**src/rtl/multicycle_controller.sv**
```systemverilog
`default_nettype none
// ============================================================================
// Module  : multicycle_controller
// Purpose : Control FSM sequencing a shared multi-cycle datapath (PC, IR, ALU,
//           single memory port, register file) with memory-timeout handling.
// Revision: 1.0 - initial release
// ============================================================================
module multicycle_controller #(
  parameter int CNT_W       = 32,
  parameter int MEM_TIMEOUT = 255
) (
  input  logic             clk,
  input  logic             rst_n,
  input  logic [5:0]       opcode_i,
  input  logic             ins_zero_i,
  input  logic             alu_zero_i,
  input  logic             mem_ready_i,
  output logic             pc_write_o,
  output logic             pc_src_o,
  output logic             iord_o,
  output logic             mem_read_o,
  output logic             mem_write_o,
  output logic             ir_write_o,
  output logic             reg_dst_o,
  output logic             mem_to_reg_o,
  output logic             reg_write_o,
  output logic             alu_src_a_o,
  output logic [1:0]       alu_src_b_o,
  output logic [3:0]       alu_op_o,
  output logic [3:0]       state_o,
  output logic [CNT_W-1:0] retired_o,
  output logic             halted_o,
  output logic             bus_error_o,
  output logic             illegal_op_o
);

  localparam logic [3:0] S_FETCH    = 4'd0;
  localparam logic [3:0] S_DECODE   = 4'd1;
  localparam logic [3:0] S_EXEC_R   = 4'd2;
  localparam logic [3:0] S_EXEC_I   = 4'd3;
  localparam logic [3:0] S_MEM_ADDR = 4'd4;
  localparam logic [3:0] S_MEM_RD   = 4'd5;
  localparam logic [3:0] S_MEM_WR   = 4'd6;
  localparam logic [3:0] S_WB_ALU   = 4'd7;
  localparam logic [3:0] S_WB_MEM   = 4'd8;
  localparam logic [3:0] S_BRANCH   = 4'd9;
  localparam logic [3:0] S_HALT     = 4'd10;

  localparam logic [3:0]  c_ALU_ADD = 4'b0000;
  localparam logic [3:0]  c_ALU_SUB = 4'b0001;
  localparam logic [15:0] c_TO_LAST = 16'(MEM_TIMEOUT - 1);

  logic [3:0]       state_q, state_d;
  logic [15:0]      wait_q, wait_d;
  logic [CNT_W-1:0] retired_q, retired_d;
  logic             bus_error_q, bus_error_d;
  logic             retire_w;

  logic w_is_r, w_is_i, w_is_lw, w_is_sw, w_is_beq, w_is_bne, w_is_jmp, w_is_halt;
  logic w_illegal, w_taken, w_mem_wait, w_timeout;

  assign w_is_r    = (opcode_i[5:4] == 2'b00);
  assign w_is_i    = (opcode_i[5:3] == 3'b010);
  assign w_is_lw   = (opcode_i == 6'b011000);
  assign w_is_sw   = (opcode_i == 6'b011001);
  assign w_is_beq  = (opcode_i == 6'b011010);
  assign w_is_bne  = (opcode_i == 6'b011011);
  assign w_is_jmp  = (opcode_i == 6'b011100);
  assign w_is_halt = (opcode_i == 6'b111111);
  assign w_illegal = ~(w_is_r | w_is_i | w_is_lw | w_is_sw | w_is_beq |
                       w_is_bne | w_is_jmp | w_is_halt);
  assign w_taken   = w_is_jmp | (w_is_beq & alu_zero_i) | (w_is_bne & ~alu_zero_i);

  // Only states with an outstanding memory request can time out.
  assign w_mem_wait = (state_q == S_FETCH) | (state_q == S_MEM_RD) | (state_q == S_MEM_WR);
  assign w_timeout  = w_mem_wait & ~mem_ready_i & (wait_q == c_TO_LAST);

  always_comb begin
    state_d  = state_q;
    retire_w = 1'b0;
    case (state_q)
      S_FETCH: begin
        if (mem_ready_i)    state_d = S_DECODE;
        else if (w_timeout) state_d = S_HALT;
      end
      S_DECODE: begin
        if (ins_zero_i || w_illegal) begin
          state_d  = S_FETCH;
          retire_w = 1'b1;
        end
        else if (w_is_r)                        state_d = S_EXEC_R;
        else if (w_is_i)                        state_d = S_EXEC_I;
        else if (w_is_lw || w_is_sw)            state_d = S_MEM_ADDR;
        else if (w_is_beq || w_is_bne || w_is_jmp) state_d = S_BRANCH;
        else                                    state_d = S_HALT;
      end
      S_EXEC_R, S_EXEC_I: state_d = S_WB_ALU;
      S_MEM_ADDR:         state_d = w_is_lw ? S_MEM_RD : S_MEM_WR;
      S_MEM_RD: begin
        if (mem_ready_i)    state_d = S_WB_MEM;
        else if (w_timeout) state_d = S_HALT;
      end
      S_MEM_WR: begin
        if (mem_ready_i) begin
          state_d  = S_FETCH;
          retire_w = 1'b1;
        end
        else if (w_timeout) state_d = S_HALT;
      end
      S_WB_ALU, S_WB_MEM, S_BRANCH: begin
        state_d  = S_FETCH;
        retire_w = 1'b1;
      end
      S_HALT:  state_d = S_HALT;
      default: state_d = S_FETCH;
    endcase
  end

  // The wait counter restarts whenever a new state is entered.
  always_comb begin
    wait_d = wait_q;
    if (state_d != state_q)            wait_d = 16'd0;
    else if (w_mem_wait && !mem_ready_i) wait_d = wait_q + 16'd1;
  end

  assign retired_d   = retire_w ? retired_q + CNT_W'(1) : retired_q;
  assign bus_error_d = bus_error_q | w_timeout;

  always_ff @(posedge clk or negedge rst_n) begin
    if (!rst_n) begin
      state_q     <= S_FETCH;
      wait_q      <= 16'd0;
      retired_q   <= '0;
      bus_error_q <= 1'b0;
    end
    else begin
      state_q     <= state_d;
      wait_q      <= wait_d;
      retired_q   <= retired_d;
      bus_error_q <= bus_error_d;
    end
  end

  always_comb begin
    pc_write_o   = 1'b0;
    pc_src_o     = 1'b0;
    iord_o       = 1'b0;
    mem_read_o   = 1'b0;
    mem_write_o  = 1'b0;
    ir_write_o   = 1'b0;
    reg_dst_o    = 1'b0;
    mem_to_reg_o = 1'b0;
    reg_write_o  = 1'b0;
    alu_src_a_o  = 1'b0;
    alu_src_b_o  = 2'd0;
    alu_op_o     = c_ALU_ADD;
    halted_o     = 1'b0;
    illegal_op_o = 1'b0;
    case (state_q)
      S_FETCH: begin
        mem_read_o  = 1'b1;
        alu_src_b_o = 2'd1;
        // Gated so a ready strobe seen during reset cannot load IR/PC.
        ir_write_o  = mem_ready_i & rst_n;
        pc_write_o  = mem_ready_i & rst_n;
      end
      S_DECODE: begin
        alu_src_b_o  = 2'd3;
        illegal_op_o = ~ins_zero_i & w_illegal;
      end
      S_EXEC_R: begin
        alu_src_a_o = 1'b1;
        alu_op_o    = opcode_i[3:0];
        reg_dst_o   = 1'b1;
      end
      S_EXEC_I: begin
        alu_src_a_o = 1'b1;
        alu_src_b_o = 2'd2;
        alu_op_o    = {1'b0, opcode_i[2:0]};
      end
      S_WB_ALU: begin
        reg_write_o = 1'b1;
        reg_dst_o   = w_is_r;
      end
      S_MEM_ADDR: begin
        alu_src_a_o = 1'b1;
        alu_src_b_o = 2'd2;
      end
      S_MEM_RD: begin
        iord_o     = 1'b1;
        mem_read_o = 1'b1;
      end
      S_WB_MEM: begin
        reg_write_o  = 1'b1;
        mem_to_reg_o = 1'b1;
      end
      S_MEM_WR: begin
        iord_o      = 1'b1;
        mem_write_o = 1'b1;
      end
      S_BRANCH: begin
        alu_src_a_o = 1'b1;
        alu_op_o    = c_ALU_SUB;
        pc_src_o    = 1'b1;
        pc_write_o  = w_taken;
      end
      S_HALT:  halted_o = 1'b1;
      default: ;
    endcase
  end

  assign state_o     = state_q;
  assign retired_o   = retired_q;
  assign bus_error_o = bus_error_q;

endmodule
`default_nettype wire

```
**config.mk**
```make
export PLATFORM = sky130hd
export DESIGN_NAME = multicycle_controller
export DESIGN_NICKNAME = d
export VERILOG_FILES = /design/src/rtl/multicycle_controller.sv
export SDC_FILE = /design/constraint.sdc
export NUM_CORES = 1
export LEC_CHECK = 0
export CAP_MARGIN = 40
export CELL_PAD_IN_SITES_DETAIL_PLACEMENT = 0
export CELL_PAD_IN_SITES_GLOBAL_PLACEMENT = 1
export CORE_UTILIZATION = 43
export DETAILED_ROUTE_END_ITERATION = 10
export GPL_TIMING_DRIVEN = 0
export PLACE_DENSITY_LB_ADDON = 0.1
export SLEW_MARGIN = 30
export SYNTH_ARGS = -nofsm -noshare
export SYNTH_HDL_FRONTEND = slang
export SYNTH_SLANG_ARGS = --single-unit
```
**constraint.sdc**
```tcl
create_clock -name clk -period 7.15 [get_ports clk]
set_clock_uncertainty 0.2 [all_clocks]
set_input_delay 1.43 -clock clk [delete_from_list [all_inputs] [get_ports clk]]
set_output_delay 1.43 -clock clk [all_outputs]
set_load 0.01 [all_outputs]
```
==> flow_summary.json <==
{
  "status": "finished, final reports clean",
  "io_buffers": 61,
  "synth_area_leaders": "dfrtp_1, xnor2_1, nand4_1, nor4_2, nand3_1",
  "multiInputGateArea_sq_um": 1810,
  "die_y_um": 89.3,
  "synthCells": 332,
  "cts-root-buf": "clkbuf_8",
  "firstDrtPassIters": 4,
  "min_period_over_period": 0.671,
  "async_flop_share": 1.00,
  "clkTransAtPathRegs_ps": 100,
  "pin_count": 66,
  "final_common_cell": "clkdlybuf4s50_1",
  "p_int_mw": 0.705,
  "overflow": 0,
  "vias": 2821,
  "drive_gt1_frac": 0.122,
  "power_density_nw_per_um2": 293,
  "tightest_slew_ps": 758,
  "setup_violations": 0,
  "r2r_slack_ps": 4450,
  "p_leak_nw": 1.55,
  "tns_ps": 0,
  "cts_tree": "yes",
  "crit_fanout": 7,
  "ys.flop_type": "dfrtp_1",
  "crit_arrival_ps": 3170,
  "htree_levels": 2,
  "die_area_sq_um": 7980,
  "fillCellCount": 689,
  "seq_area_sq_um": 1330,
  "reg2reg_from": "state_o[3]$_DFF_PN0_",
  "r2r-end": "wait_q[5]$_DFFE_PN0P_",
  "p_comb_frac": 0.518,
  "hold_viol": 0,
  "cts_buffer_depth": 2,
  "cts.repair.resized": 0,
  "fp-row-count": 31,
  "num-nets-final": 416,
  "drt_iter0_markers": 150,
  "gp_congestion": 0.824,
  "layout_setup_ws_ps": 2350,
  "synth_cell_types": 55,
  "numCtsBuffers": 5,
  "via_per_inst": 5.62,
  "max_slew_margin": 0.492,
  "switching_share": 0.420,
  "antenna_cells": 0,
  "pre_cts_slack_ps": 2350,
  "grt_max_degree": 30,
  "grt_pass1_vias": 2647,
  "grt_usage": 0.206,
  "mostFrequentLayoutCells": "clkdlybuf4s50_1, dfrtp_1, xnor2_1",
  "clock_sinks": 53,
  "synth-edff-count": 0,
  "end_kind": "output pin",
  "hold_class": "flop to flop",
  "reg2regPathDepth": 7,
  "yosysTopAreaCell": "dfrtp_1",
  "cap_violations": 0,
  "yosysSeqAreaShare": 0.405,
  "drv_slew": 0,
  "synth_nets": 346,
  "ant_nets": 0,
  "antenna_found_initial": 0,
  "cts_setup_buffers": 0,
  "synth-seq-cells": 53,
  "p_switching_mw": 0.511,
  "synth_top_area_frac": 0.405,
  "grt_pass1_wl_mm": 12.6,
  "initial_core_util": 0.450,
  "die_w_um": 89.3,
  "crit_path_start_kind": "input port",
  "min_period_ps": 4800,
  "synth.avg_cell_area_sq_um": 9.87,
  "seqPwrFrac": 0.310,
  "worstSetupPathType": "input port to output pin",
  "totalWireLength_mm": 8.00,
  "ys.warnings.count": 0,
  "clock.fmax_mhz": 209,
  "crit_path_end": "illegal_op_o",
  "crit_required_ps": 5520,
  "core-area_sq_um": 7290,
  "ir_drop_v": 0.000150,
  "grt_setup_unrepaired": "no",
  "area_growth_pct": 26.5,
  "cts_hold_buf": 0,
  "startpoint": "opcode_i[5]",
  "hpwl_mm": 5.83,
  "wire_per_inst_um": 15.9,
  "clockPowerShare": 0.173,
  "drc": 0,
  "clk_latency_ps": 310,
  "netlist_area_sq_um": 3280
}
kinds of logic (layout without fill, tap and decap cells):
logic type,after synthesis,after routing,share of synthesized area
multiplexers,1,1,0.00343
adder cells (fa/ha/maj),3,3,0.0115
flip-flops,53,53,0.405
AND/OR/NAND/NOR,157,157,0.288
buffers and inverters,26,97,0.0447
XOR/XNOR,46,46,0.123
AO/OA/AOI/OAI,46,46,0.125
how the worst min path moves through the flow:
stage	start	end	slack, ps	cells past startpoint
after detailed placement	bus_error_o$_DFF_PN0_	bus_error_o$_DFF_PN0_	260	1
final	bus_error_o$_DFF_PN0_	bus_error_o$_DFF_PN0_	280	1
after global placement	bus_error_o$_DFF_PN0_	bus_error_o$_DFF_PN0_	250	1
after global routing	retired_o[31]$_DFFE_PN0P_	retired_o[31]$_DFFE_PN0P_	300	1
after floorplan	bus_error_o$_DFF_PN0_	bus_error_o$_DFF_PN0_	300	1
after CTS	retired_o[31]$_DFFE_PN0P_	retired_o[31]$_DFFE_PN0P_	280	1
power groups by stage:
stage,logic [mW],registers [mW],clock network (mW)
CTS,0.635,0.376,0.217
finish,0.630,0.377,0.210
global route,0.682,0.381,0.233
detailed placement,0.633,0.382,0
floorplan,0.395,0.382,0
global placement,0.624,0.381,0
layout make-up:
cell class / instances / area share
Timing Repair Buffer: 63 / 0.153
Multi-Input combinational cell: 253 / 0.435
Clock buffer: 5 / 0.0166
Sequential cell: 53 / 0.320
Tap cell: 99 / 0.0299
Buffer: 18 / 0.0281
Inverter: 8 / 0.00724
Clock inverter: 3 / 0.0106
layer usage:
metal | track usage | share of wire | up-vias
met4 | 0.0491 | 0.0069 | 0
met2 | 0.348 | 0.49 | 76
li1 | - | - | 1364
met1 | 0.272 | 0.46 | 1377
met3 | 0.0416 | 0.048 | 4
met5 | 0 | 0 | -
Yosys cell counts, types with 3 or more instances:
cell,instances
xor2_1,5
nand2_1,25
nor3_1,10
o21ai_0,6
a211oi_1,3
nor4_2,10
xnor2_1,41
nand4_1,20
nor4_1,9
buf_2,6
and3_1,8
nand2b_1,6
buf_6,5
dfrtp_1,53
nand3_1,22
a21oi_1,10
and2_1,5
clkbuf_1,6
ha_1,3
inv_1,8
o211ai_1,3
nor2_1,23
and4_1,5
metrics by stage:
step	utilization	hold slack [ps]	total power, mW	cell area (sq um)	std cells
6_report	0.569	276	1.22	4150	502
5_1_grt	0.569	302	1.30	4150	502
4_1_cts	0.569	284	1.23	4150	502
3_5_place_dp	0.553	255	1.01	4040	494
3_3_place_gp	0.550	250	1.00	4010	492
2_1_floorplan	-	304	0.776	3280	332
critical path, cell delays in order:
cell	delay, ps
clkdlybuf4s50_1	620
nand4_1	200
o22ai_1	320
nor2_1	100
clkdlybuf4s50_1	490
flip-flops by register name (all words and copies together) (netlist names):
| name | count |
|---|---|
| retired_o | 32 |
| wait_q | 16 |
| state_o | 4 |
| bus_error_o | 1 |
Note: power is estimated with default switching activity, not from simulation.
